$ cat src/rtl/alu_pkg.sv
// alu_pkg: opcode encodings shared by the ALU and its bench
package alu_pkg;
    localparam logic [2:0] OP_ADD = 3'b000;
    localparam logic [2:0] OP_SUB = 3'b001;
    localparam logic [2:0] OP_AND = 3'b010;
    localparam logic [2:0] OP_OR  = 3'b011;
    localparam logic [2:0] OP_XOR = 3'b100;
    localparam logic [2:0] OP_NOT = 3'b101;
    localparam logic [2:0] OP_INC = 3'b110;
    localparam logic [2:0] OP_DEC = 3'b111;
endpackage

$ cat src/rtl/alu_nbit_addsub.sv
// alu_nbit_addsub: n-bit adder/subtractor with carry/borrow in and out
module alu_nbit_addsub #(
    parameter int n = 4
) (
    input  logic [n-1:0] a,
    input  logic [n-1:0] b,
    input  logic         cb_in,
    input  logic         sub,
    output logic [n-1:0] sum,
    output logic         cb_out
);
    // In n+1 bits a negative difference sets the top bit, which is exactly the borrow
    assign {cb_out, sum} = sub ? {1'b0, a} - {1'b0, b} - {{n{1'b0}}, cb_in}
                               : {1'b0, a} + {1'b0, b} + {{n{1'b0}}, cb_in};
endmodule

$ cat src/rtl/alu_nbit.sv
// alu_nbit: registered n-bit ALU with cascadable carry/borrow
module alu_nbit
    import alu_pkg::*;
#(
    parameter int n = 4
) (
    input  logic         clk,
    input  logic         rst,
    input  logic [n-1:0] A,
    input  logic [n-1:0] B,
    input  logic [2:0]   Mode,
    input  logic         CB_in,
    output logic [n-1:0] Result,
    output logic         CB_out
);
    logic         arith;
    logic         use_sub;
    logic [n-1:0] as_b;
    logic         as_cb;
    logic [n-1:0] as_sum;
    logic         as_cout;
    logic [n-1:0] res_d;
    logic         cb_d;
    // INC/DEC reuse the adder as a+0+1 / a-0-1 so B and CB_in never reach them
    assign arith   = (Mode == OP_ADD) || (Mode == OP_SUB);
    assign use_sub = (Mode == OP_SUB) || (Mode == OP_DEC);
    assign as_b    = arith ? B : '0;
    assign as_cb   = arith ? CB_in : 1'b1;
    alu_nbit_addsub #(.n(n)) u_addsub (
        .a      (A),
        .b      (as_b),
        .cb_in  (as_cb),
        .sub    (use_sub),
        .sum    (as_sum),
        .cb_out (as_cout)
    );
    always_comb begin
        res_d = as_sum;
        cb_d  = 1'b0;
        case (Mode)
            OP_AND:  res_d = A & B;
            OP_OR:   res_d = A | B;
            OP_XOR:  res_d = A ^ B;
            OP_NOT:  res_d = ~A;
            default: cb_d  = as_cout;
        endcase
    end
    always_ff @(posedge clk) begin
        if (rst) begin
            Result <= '0;
            CB_out <= 1'b0;
        end else begin
            Result <= res_d;
            CB_out <= cb_d;
        end
    end
endmodule

$ cat config.mk
export PLATFORM = sky130hd
export DESIGN_NAME = alu_nbit
export DESIGN_NICKNAME = d
export VERILOG_FILES = /design/src/rtl/alu_pkg.sv /design/src/rtl/alu_nbit_addsub.sv /design/src/rtl/alu_nbit.sv
export SDC_FILE = /design/constraint.sdc
export NUM_CORES = 1
export LEC_CHECK = 0
export CAP_MARGIN = 10
export CELL_PAD_IN_SITES_DETAIL_PLACEMENT = 0
export CELL_PAD_IN_SITES_GLOBAL_PLACEMENT = 2
export CORE_MARGIN = 4
export CORE_UTILIZATION = 31
export CTS_CLUSTER_DIAMETER = 50
export CTS_CLUSTER_SIZE = 20
export DETAILED_ROUTE_END_ITERATION = 10
export GPL_TIMING_DRIVEN = 1
export PLACE_DENSITY = 0.81
export SLEW_MARGIN = 40
export SYNTH_ARGS = -nofsm -noshare
export SYNTH_HDL_FRONTEND = slang
export SYNTH_SLANG_ARGS = --single-unit
$ cat constraint.sdc
create_clock -name clk -period 4.4 [get_ports clk]
set_clock_uncertainty 0.05 [all_clocks]
set_input_delay 0.88 -clock clk [delete_from_list [all_inputs] [get_ports clk]]
set_output_delay 0.88 -clock clk [all_outputs]
set_load 0.01 [all_outputs]
# After elaboration in Yosys (flattened, before gate mapping)
# Cells that the tools add are included.
[totals]
reg_bits = 5
latchBits = 0
mem_bits_rw = 0
romBits = 0
input_bits = 14
output_inout_bits = 5
word_cells = 24
memories = 0
[op_classes]
add_sub_neg = 4
multipliers = 0
div_mod_pow = 0
order_cmp = 0
n_eq_ne = 6
shifts = 0
mux = 4
bitwise_logic = 4
reduce_logical = 4
[op_table]
columns = ["cell", "n"]
rows = [
  ["$pmux W4 S4", 1],
  ["$eq A3 B3 Y1 const B", 3],
  ["$eq A3 B2 Y1 const B", 2],
  ["$add A4 B4 Y5", 1],
  ["$add A5 B1 Y5", 1],
  ["$mux W5", 1],
  ["$reduce_or A5 Y1", 1],
  ["$sub A4 B4 Y5", 1],
  ["$sub A5 B1 Y5", 1],
  ["$and A4 B4 Y4", 1],
  ["$mux W4", 1],
  ["$not A4 Y4", 1],
  ["$or A4 B4 Y4", 1],
  ["$xor A4 B4 Y4", 1],
  ["$eq A3 B1 Y1 const B", 1],
  ["$logic_not A3 Y1", 1],
  ["$logic_or A1 B1 Y1", 2],
  ["$mux W1", 1],
]

# Longest topological paths before layout
# Gate-level depths: netlist (run 1).
[depth]
ltp_word = 7
mapped_depth = 11
ltp_nobuf = 10

# Hierarchy
# A second synthesis (run 1) with hierarchy kept.
[hier_totals]
hier_cells = 105
hier_area_um2 = 877.1
[modules_own_cells]
columns = ["mod", "instances", "cells_each", "area_per_inst_um2", "seq_area_each_um2"]
rows = [
  ["alu_nbit", 1, 64, 533.0, 100.1],
  ["alu_nbit_addsub", 1, 41, 344.1, 0.0],
]

# Least setup slack after synthesis (run 1)
# No wires, ideal clock.
[synth_timing]
path_kind = "input to register"
from = "input Mode[2]"
to = "register Result[1]"
setup_ns = 0.070
arrival_time_ns = 2.786
required_time_ns = 4.280
slack_ns = 1.494
stages = 8
n_path_buf = 1
path_cell_list = "clkbuf_1 > or3_1 > inv_1 > fa_1 > fa_1 > o211a_1 > a211o_1 > a21oi_1"
[synth_via]
elab_chain_cells = 7
word_cells_on_any_way = 17
cone_classes = "add/sub: 4; eq/ne: 6; mux: 4; reduce/logical: 3"
[synth_rtl]
columns = ["item", "line_no", "source"]
rows = [
  ["start, declared", "alu_nbit.sv:11", "input logic [2:0] Mode,"],
  ["$eq A3 B1 Y1 or $logic_not A3 Y1 (tied branches)", "alu_nbit.sv:25, alu_nbit.sv:26", ""],
  ["$logic_or A1 B1 Y1", "alu_nbit.sv:25", "assign arith = (Mode == OP_ADD) || (Mode == OP_SUB);"],
  ["$mux W4", "alu_nbit.sv:27", "assign as_b = arith ? B : '0;"],
  ["$add A4 B4 Y5 or $sub A4 B4 Y5 (tied branches)", "alu_nbit_addsub.sv:14, alu_nbit_addsub.sv:13", ""],
  ["$add A5 B1 Y5 or $sub A5 B1 Y5 (tied branches)", "alu_nbit_addsub.sv:14, alu_nbit_addsub.sv:13", ""],
  ["$mux W5", "alu_nbit_addsub.sv:13", "assign {cb_out, sum} = sub ? {1'b0, a} - {1'b0, b} - {{n{1'b0}}, cb_in}"],
  ["$pmux W4 S4 *", "alu_nbit.sv:40", "case (Mode)"],
  ["end signal, assigned", "alu_nbit.sv:53", "Result <= res_d;"],
  ["end, declared", "alu_nbit.sv:13", "output logic [n-1:0] Result,"],
]
# Every way passes the cells marked *; elsewhere a longest branch is shown, timed or not.
# A chain may end at the register's enable or synchronous reset.

# Worst setup path after layout (run 1)
[layout_timing]
from = "input Mode[1]"
to = "register Result[2]"
# Same word-level chain as after synthesis.

==> run summary, run 1 <==
Hold Path Depth: 2
critical-path cell list: clkdlybuf4s50_1 > nor2_1 > nand2_1 > fa_1 > fa_1 > mux2i_1 > xnor2_1 > a21oi_1 > a211oi_1
TritonRoute pass-1 iters: 4
DRT iter0 DRCs: 7
CP most frequent cell: fa_1
DRC: 0
CTS tree: done
Core Util, Final: 42.1%
Post-Layout Cell Count: 150
HP Start: rst
Hold EP: Result[1]$_SDFF_PP0_
fraction of registers with async set or reset after synthesis: 0%
post-CTS resize count: 0
Adder-Cell Fraction of Synth Area: 32.3%
final setup vio count: 0
die area: 3570 µm²
# diodes: 0
Critical Path Max Stage Delay: 650 ps
ratio of cells with drive above 1 in the final layout: 9.17%
syn_nets: 134
Crit path arrival time: 3530 ps
ys flop type: dfxtp_1
crit path max-delay cell type: clkdlybuf4s50_1
post-DR wirelength/cell: 11.8 µm
Crit Path Class: primary input to register
Buffers on Ports: 18
Synth Area in Simple Gates: 15.1%
max_slew headroom: 47.2%
hold crit path type: primary input to register
Final nets: 154
sequential area share after synthesis: 12.1%
GRT Residual Overflow: 0
Tot Pwr: 198 µW
post-synth design cell area: 830 µm²
dpl hpwl: 1490 µm
Worst setup SP type: primary input
post-synthesis mux area share: 3.92%
initial core utilization: 32.9%
GPL Wtd Cong: 0.759
number of synthesized flops with an enable pin: 0
clk slew on worst S/H paths: 40 ps
Leak: 0.493 nW
global-route wire length before repair: 3040 µm
Post-Syn Instances: 101
area delta synth->final: 27.9%
initial antenna violation count: 0
clock sink count: 5
Final period util: 78.2%
Core Rows: 18
Least-Margin Pin Slew: 789 ps
compound-cell area share of the yosys netlist: 23.4%
hold buffers post-CTS: 0
total CTS buffers: 3
largest family of logic cells by synthesized area: adder cells
Die W: 59.7 µm
Boundary Pins: 19
GRT Util Overall: 11.2%
Final Hold Viols: 0
Max Cap Viol: 0
DP Cell Count: 146
via count: 740
number of vias per cell: 4.93
distinct cell type count after synthesis: 33
antenna viol nets, final: 0
Mapped Avg Cell Area: 8.21 µm²
Pins Over Slew Limit: 0
CP max FO: 16
Die Height: 59.7 µm
H-tree Lvls: 1
RSZ-0062 raised after global routing: false
Post-Synth XOR/XNOR Area: 3.17%
largest net degree at the start of global routing: 23
Fmax: 0.291 GHz
Max Root-Sink Buffers: 2
area of the core: 2520 µm²
endpoint class of the critical path: register
setup TNS: 0 ps
status: complete, no violations
Routed Wire Length: 1770 µm
Root Buffer Master: clkbuf_4
warnings from Yosys: 0
vias in the first global route: 691
fin crit period: 3440 ps
Pwr Density: 187 nW/µm²
post-CTS setup repair buffer count: 0
Worst Path Required: 4490 ps
#FFs+latches synth: 5
VDD IR-drop max: 0.000117 V
## report_power, final
part	switching, mW	total, mW	internal (mW)
logic	0.0476	0.0951	0.0476
registers	0.00107	0.0510	0.0499
clock network	0.0178	0.0520	0.0342
total	0.0664	0.198	0.132
## cells by family (layout without fill, tap and decap cells)
logic type,Yosys count,after routing
DFF,5,5
adders and majority gates,19,19
xor gates and xnor gates,3,3
muxes,3,3
and+or+nand+nor,25,25
AOI/OAI and AO/OA,25,25
buffers and inverters,21,40
## final cells by class
cell class / instances / area [µm²]
Sequential cell: 5 / 100
Inverter: 17 / 63.8
Multi-Input combinational cell: 75 / 646
Fill cell: 275 / 1460
Clock buffer: 4 / 26.3
Tap cell: 30 / 37.5
Timing Repair Buffer: 19 / 188
## Yosys cell counts (2+ instances only)
cell | count | share of area (%)
inv_1 | 17 | 7.7
ha_1 | 15 | 23
nand2_1 | 8 | 3.6
a211oi_1 | 6 | 5.4
nor2_1 | 6 | 2.7
dfxtp_1 | 5 | 12
a21oi_1 | 4 | 2.4
fa_1 | 4 | 9.7
o21ai_0 | 4 | 2.4
xnor2_1 | 3 | 3.2
clkbuf_1 | 2 | 0.91
mux2_2 | 2 | 2.7
nand2b_1 | 2 | 1.5
nor2b_1 | 2 | 1.5
nor3_1 | 2 | 1.2
o211ai_1 | 2 | 1.8
## flip-flops by register name, summed over array words and instances (netlist names)
| register | count |
|---|---|
| Result | 4 |
| CB_out | 1 |
## through the flow
stage | hold slack, ps | instance area (µm²) | setup WS [ps]
detailed placement | 1510 | 1030 | 715
finish | 1270 | 1060 | 958
floorplan | 899 | 830 | 1490
global placement | 1550 | 1030 | 767
global route | 1290 | 1060 | 737
CTS | 1270 | 1060 | 954
## worst max path at each step
stage	start	to	cells after the start
floorplan	Mode[2]	Result[1]$_SDFF_PP0_	8
global placement	Mode[1]	Result[2]$_SDFF_PP0_	9
detailed placement	Mode[1]	Result[2]$_SDFF_PP0_	9
CTS	Mode[1]	Result[2]$_SDFF_PP0_	9
global route	Mode[1]	Result[2]$_SDFF_PP0_	9
finish	Mode[1]	Result[2]$_SDFF_PP0_	9
## worst max-delay path, delay by kind of cell
family,cells,cell delay [ps]
muxes,1,170
adders and majority gates,2,860
buffers and inverters,1,650
xor gates and xnor gates,1,190
and+or+nand+nor,2,390
AOI/OAI and AO/OA,2,390
## routing by layer
layer  up-vias  global-route usage (%)  routed length [µm]
li1        385                       -                   -
met1       331                    16.4                 905
met2        20                    16.4                 764
met3         4                    2.16                  80
met4         0                    3.48                  21
met5         -                       0                   0
## layout by cell type, fill, tap and decap left out, types with 2 or more instances in the layout
cell | netlist | routed
nor2_1 | 6 | 6
a211oi_1 | 6 | 6
mux2_2 | 2 | 2
inv_1 | 17 | 17
nor3_1 | 2 | 2
o211ai_1 | 2 | 2
clkbuf_4 | 0 | 3
ha_1 | 15 | 15
nand2b_1 | 2 | 2
xnor2_1 | 3 | 3
fa_1 | 4 | 4
nor2b_1 | 2 | 2
o21ai_0 | 4 | 4
nand2_1 | 8 | 8
a21oi_1 | 4 | 4
dfxtp_1 | 5 | 5
clkdlybuf4s50_1 | 0 | 18
Note: power is estimated with default switching activity, not from simulation.
==> run 2, diff against run 1 <==
--- a/config.mk
+++ b/config.mk
@@ -9,12 +9,12 @@
 export CELL_PAD_IN_SITES_DETAIL_PLACEMENT = 0
 export CELL_PAD_IN_SITES_GLOBAL_PLACEMENT = 2
 export CORE_MARGIN = 4
-export CORE_UTILIZATION = 31
+export CORE_UTILIZATION = 28
 export CTS_CLUSTER_DIAMETER = 50
 export CTS_CLUSTER_SIZE = 20
 export DETAILED_ROUTE_END_ITERATION = 10
 export GPL_TIMING_DRIVEN = 1
-export PLACE_DENSITY = 0.81
+export PLACE_DENSITY = 0.74
 export SLEW_MARGIN = 40
 export SYNTH_ARGS = -nofsm -noshare
 export SYNTH_HDL_FRONTEND = slang
==> constraint.sdc (replaced) <==
create_clock -name clk -period 3.2 [get_ports clk]
set_clock_uncertainty 0.05 [all_clocks]
set_input_delay 0.64 -clock clk [delete_from_list [all_inputs] [get_ports clk]]
set_output_delay 0.64 -clock clk [all_outputs]
set_load 0.01 [all_outputs]
==> run summary, run 2 (synthesized netlist as in run 1, its figures left out) <==
crit path max-delay cell type: clkdlybuf4s50_1 (unchanged)
Routed Wire Length: 1840 µm (was 1770 µm)
number of vias per cell: 4.86 (was 4.93)
clock sink count: 5 (unchanged)
Leak: 0.518 nW (was 0.493 nW)
Max Root-Sink Buffers: 2 (unchanged)
VDD IR-drop max: 0.0000787 V (was 0.000117 V)
initial core utilization: 29.6% (was 32.9%)
GRT Residual Overflow: 0 (unchanged)
setup TNS: 0 ps (unchanged)
post-DR wirelength/cell: 11.8 µm (about the same)
Fmax: 0.346 GHz
Core Rows: 19 (was 18)
Top Registers: Result: 4 flops, CB_out: 1 flops (unchanged)
CTS tree: done (unchanged)
DRT iter0 DRCs: 19 (was 7)
Die Height: 62.4 µm (was 59.7 µm)
Least-Margin Pin Slew: 513 ps (was 789 ps)
Core Util, Final: 39.2% (was 42.1%)
max FFs per register: 4 (unchanged)
ratio of cells with drive above 1 in the final layout: 12.8% (was 9.17%)
family with the most delay on the worst path: adder cells (unchanged)
Die W: 62.4 µm (was 59.7 µm)
initial antenna violation count: 0 (unchanged)
die area: 3900 µm² (was 3570 µm²)
GPL Wtd Cong: 0.730 (was 0.759)
Buffers & Inverters on Critical Path: 1 (unchanged)
RSZ-0062 raised after global routing: false (unchanged)
post-CTS setup repair buffer count: 0 (unchanged)
fin crit period: 2890 ps
CP most frequent cell: fa_1 (unchanged)
CP max FO: 4 (was 16)
final setup vio count: 0 (unchanged)
Worst setup SP type: primary input (unchanged)
Final period util: 90.4%
pre-CTS setup slack: 47.2 ps (was 715 ps)
dpl hpwl: 1650 µm (was 1490 µm)
Pwr Density: 250 nW/µm² (was 187 nW/µm²)
area of the core: 2810 µm² (was 2520 µm²)
most frequent cells in the layout: clkdlybuf4s50_1, inv_1, ha_1 (unchanged)
# diodes: 0 (unchanged)
endpoint class of the critical path: register (unchanged)
antenna viol nets, final: 0 (unchanged)
Buffers on Ports: 18 (unchanged)
GRT Util Overall: 10.0% (was 11.2%)
Most flops, register: Result (unchanged)
Boundary Pins: 19 (unchanged)
vias in the first global route: 734 (was 691)
status: complete, no violations (unchanged)
hold crit path type: primary input to register (unchanged)
Root Buffer Master: clkbuf_4 (unchanged)
Final Hold Viols: 0 (unchanged)
Pins Over Slew Limit: 0 (unchanged)
H-tree Lvls: 1 (unchanged)
max_slew headroom: 65.7% (was 47.2%)
via count: 758 (was 740)
Final nets: 159 (was 154)
global-route wire length before repair: 3260 µm (was 3040 µm)
hold buffers post-CTS: 0 (unchanged)
Crit path arrival time: 2990 ps (was 3530 ps)
Crit Path Class: primary input to register (unchanged)
Worst Path Required: 3300 ps (was 4490 ps)
area delta synth->final: 32.6% (was 27.9%)
total CTS buffers: 3 (unchanged)
critical-path cell list: clkdlybuf4s50_1 > nor2_1 > nand2_1 > fa_1 > fa_1 > o211a_1 > a211o_1 > a21oi_1 (was clkdlybuf4s50_1 > nor2_1 > nand2_1 > fa_1 > fa_1 > mux2i_1 > xnor2_1 > a21oi_1 > a211oi_1)
worst setup margin: 308 ps (was 958 ps)
clk slew on worst S/H paths: 40 ps (about the same)
post-CTS resize count: 0 (unchanged)
commonest non-fill, non-tap cell in the layout: clkdlybuf4s50_1 (unchanged)
TritonRoute pass-1 iters: 4 (unchanged)
Hold WS: 1100 ps (was 1270 ps)
Critical Path Max Stage Delay: 470 ps (was 650 ps)
Max Cap Viol: 0 (unchanged)
largest net degree at the start of global routing: 15 (was 23)
DRC: 0 (unchanged)
## run 2: worst paths after layout
| path | depth (start not counted) | slack [ps] | to | startpoint |
|---|---|---|---|---|
| setup / recovery | 8 | 310 | Result[1]$_SDFF_PP0_ | Mode[2] |
| hold / removal | 2 | 1100 | CB_out$_SDFF_PP0_ | rst |
## run 2: cell type report
class                           count  area [µm²]
Clock buffer                        4        26.3
Fill cell                         290        1710
Inverter                           17        63.8
Multi-Input combinational cell     75         646
Tap cell                           31        38.8
Timing Repair Buffer               24         225
Sequential cell                     5         100
## run 2: per-stage QoR
step / instances / instance area [µm²] / power [mW]
2_1_floorplan: 101 / 830 / 0.153
3_3_place_gp: 152 / 1070 / 0.207
3_5_place_dp: 152 / 1070 / 0.207
4_1_cts: 156 / 1100 / 0.280
5_1_grt: 156 / 1100 / 0.302
6_report: 156 / 1100 / 0.275
## run 2: routing by layer
layer	GRT usage [%]	up-vias	part of all wire, %
li1	-	397	-
met1	14.2	346	50
met2	15.6	15	47
met3	1.26	0	3.1
met4	3.31	0	0
met5	0	-	0
## run 2: power by group
part           internal (mW)  leakage, nW  switching, mW  total (mW)
Combinational         0.0689        0.461         0.0657       0.135
Sequential            0.0686       0.0416        0.00129      0.0699
Clock                 0.0470       0.0150         0.0237      0.0707
Total                  0.184        0.518         0.0907       0.275
==> run 3, diff against run 2 <==
--- a/config.mk
+++ b/config.mk
@@ -9,13 +9,15 @@
 export CELL_PAD_IN_SITES_DETAIL_PLACEMENT = 0
 export CELL_PAD_IN_SITES_GLOBAL_PLACEMENT = 2
 export CORE_MARGIN = 4
-export CORE_UTILIZATION = 28
+export CORE_UTILIZATION = 30
+export CTS_BUF_LIST = sky130_fd_sc_hd__clkbuf_8
 export CTS_CLUSTER_DIAMETER = 50
 export CTS_CLUSTER_SIZE = 20
 export DETAILED_ROUTE_END_ITERATION = 10
 export GPL_TIMING_DRIVEN = 1
-export PLACE_DENSITY = 0.74
+export PLACE_DENSITY = 0.79
 export SLEW_MARGIN = 40
 export SYNTH_ARGS = -nofsm -noshare
 export SYNTH_HDL_FRONTEND = slang
 export SYNTH_SLANG_ARGS = --single-unit
+export TNS_END_PERCENT = 30
==> run summary, run 3 (synthesized netlist as in run 1, its figures left out) <==
status: complete, no violations (unchanged)
critical-path cell list: clkdlybuf4s50_1 > nor2_1 > nand2_1 > fa_1 > fa_1 > o211a_1 > a211o_1 > a21oi_1 (unchanged)
fin crit period: 2930 ps (was 2890 ps)
grt peak-use layer: met2 (unchanged)
setup TNS: 0 ps (unchanged)
DP Cell Count: 152 (unchanged)
Crit path arrival time: 3030 ps (was 2990 ps)
Core Util, Final: 43.8% (was 39.2%)
Buffers on Ports: 18 (unchanged)
GR Util met3: 3.19% (was 1.26%)
initial core utilization: 32.3% (was 29.6%)
Worst setup SP type: primary input (unchanged)
VDD IR-drop max: 0.000231 V (was 0.0000787 V)
largest net degree at the start of global routing: 15 (unchanged)
area delta synth->final: 35.6% (was 32.6%)
initial antenna violation count: 0 (unchanged)
Critical Path Max Stage Delay: 510 ps (was 470 ps)
H-tree Lvls: 1 (unchanged)
total CTS buffers: 3 (unchanged)
Final nets: 160 (was 159)
DRC: 0 (unchanged)
Post-Layout Cell Count: 156 (unchanged)
HP Start: rst (unchanged)
Root Buffer Master: clkbuf_8 (was clkbuf_4)
Final period util: 91.7% (was 90.4%)
vias in the first global route: 670 (was 734)
Max Cap Viol: 0 (unchanged)
grt met1 use: 15.5% (was 14.2%)
Leak: 0.534 nW (was 0.518 nW)
clock sink count: 5 (unchanged)
Area after DPL: 1080 µm² (was 1070 µm²)
Boundary Pins: 19 (unchanged)
post-CTS resize count: 0 (unchanged)
RSZ-0062 raised after global routing: false (unchanged)
post-CTS setup repair buffer count: 0 (unchanged)
Die W: 60.6 µm (was 62.4 µm)
ratio of cells with drive above 1 in the final layout: 13.5% (was 12.8%)
max_slew headroom: 66.6% (was 65.7%)
Fmax: 0.341 GHz (was 0.346 GHz)
Crit Path Class: primary input to register (unchanged)
number of vias per cell: 5.02 (was 4.86)
area of the core: 2570 µm² (was 2810 µm²)
Least-Margin Pin Slew: 499 ps (was 513 ps)
dpl hpwl: 1620 µm (was 1650 µm)
GPL Wtd Cong: 0.776 (was 0.730)
GRT Residual Overflow: 0 (unchanged)
Tot Pwr: 323 µW (was 275 µW)
post-DR wirelength/cell: 12.1 µm (was 11.8 µm)
worst setup margin: 265 ps (was 308 ps)
pre-CTS setup slack: 32.2 ps (was 47.2 ps)
# diodes: 0 (unchanged)
GRT met2 Usage: 17.3% (was 15.6%)
antenna viol nets, final: 0 (unchanged)
CP max FO: 5 (was 4)
Routed Wire Length: 1900 µm (was 1840 µm)
Hold WS: 1110 ps (was 1100 ps)
global-route wire length before repair: 2990 µm (was 3260 µm)
max FFs per register: 4 (unchanged)
TritonRoute pass-1 iters: 4 (unchanged)
Most flops, register: Result (unchanged)
family with the most delay on the worst path: adder cells (unchanged)
final instance area: 1120 µm² (was 1100 µm²)
CTS tree: done (unchanged)
fillers: 261 (was 290)
hold buffers post-CTS: 0 (unchanged)
Final Hold Viols: 0 (unchanged)
final setup vio count: 0 (unchanged)
Core Rows: 18 (was 19)
Pins Over Slew Limit: 0 (unchanged)
CP most frequent cell: fa_1 (unchanged)
Buffers & Inverters on Critical Path: 1 (unchanged)
DRT iter0 DRCs: 10 (was 19)
Die Height: 60.6 µm (was 62.4 µm)
Worst setup startpoint: Mode[2] (unchanged)
clk slew on worst S/H paths: 40 ps (about the same)
Top Registers: Result: 4 flops, CB_out: 1 flops (unchanged)
most frequent cells in the layout: inv_1, clkdlybuf4s50_1, ha_1 (was clkdlybuf4s50_1, inv_1, ha_1)
hold crit path type: primary input to register (unchanged)
crit path max-delay cell type: clkdlybuf4s50_1 (unchanged)
Pwr Density: 287 nW/µm² (was 250 nW/µm²)
via count: 783 (was 758)
die area: 3670 µm² (was 3900 µm²)
endpoint class of the critical path: register (unchanged)
Max Root-Sink Buffers: 2 (unchanged)
GRT Util Overall: 11.2% (was 10.0%)
Worst Path Required: 3300 ps (about the same)
==> run 3: per-layer routing <==
layer	routed length, µm	share of wire (%)	up-vias
met4	14	0.74	0
met2	837	44	16
li1	-	-	402
met3	99	5.2	4
met1	943	50	361
met5	0	0	-
==> run 3: layout make-up <==
type	count	area, µm²	area share, %
multi-input cells	75	646	57.4
flip-flops and latches	5	100	8.90
clock buffers	3	41.3	3.67
well taps	30	37.5	3.34
repair buffers	25	233	20.7
inverters	17	63.8	5.67
clock inverters	1	3.75	0.334
==> run 3: worst paths after layout <==
path	to	cells after the start
worst max-delay path	Result[1]$_SDFF_PP0_	8
worst min-delay path	Result[2]$_SDFF_PP0_	2
==> run 3: report_power, final <==
group          internal [mW]  switching, mW
Clock                 0.0825         0.0339
Combinational         0.0699         0.0662
Sequential            0.0688        0.00176
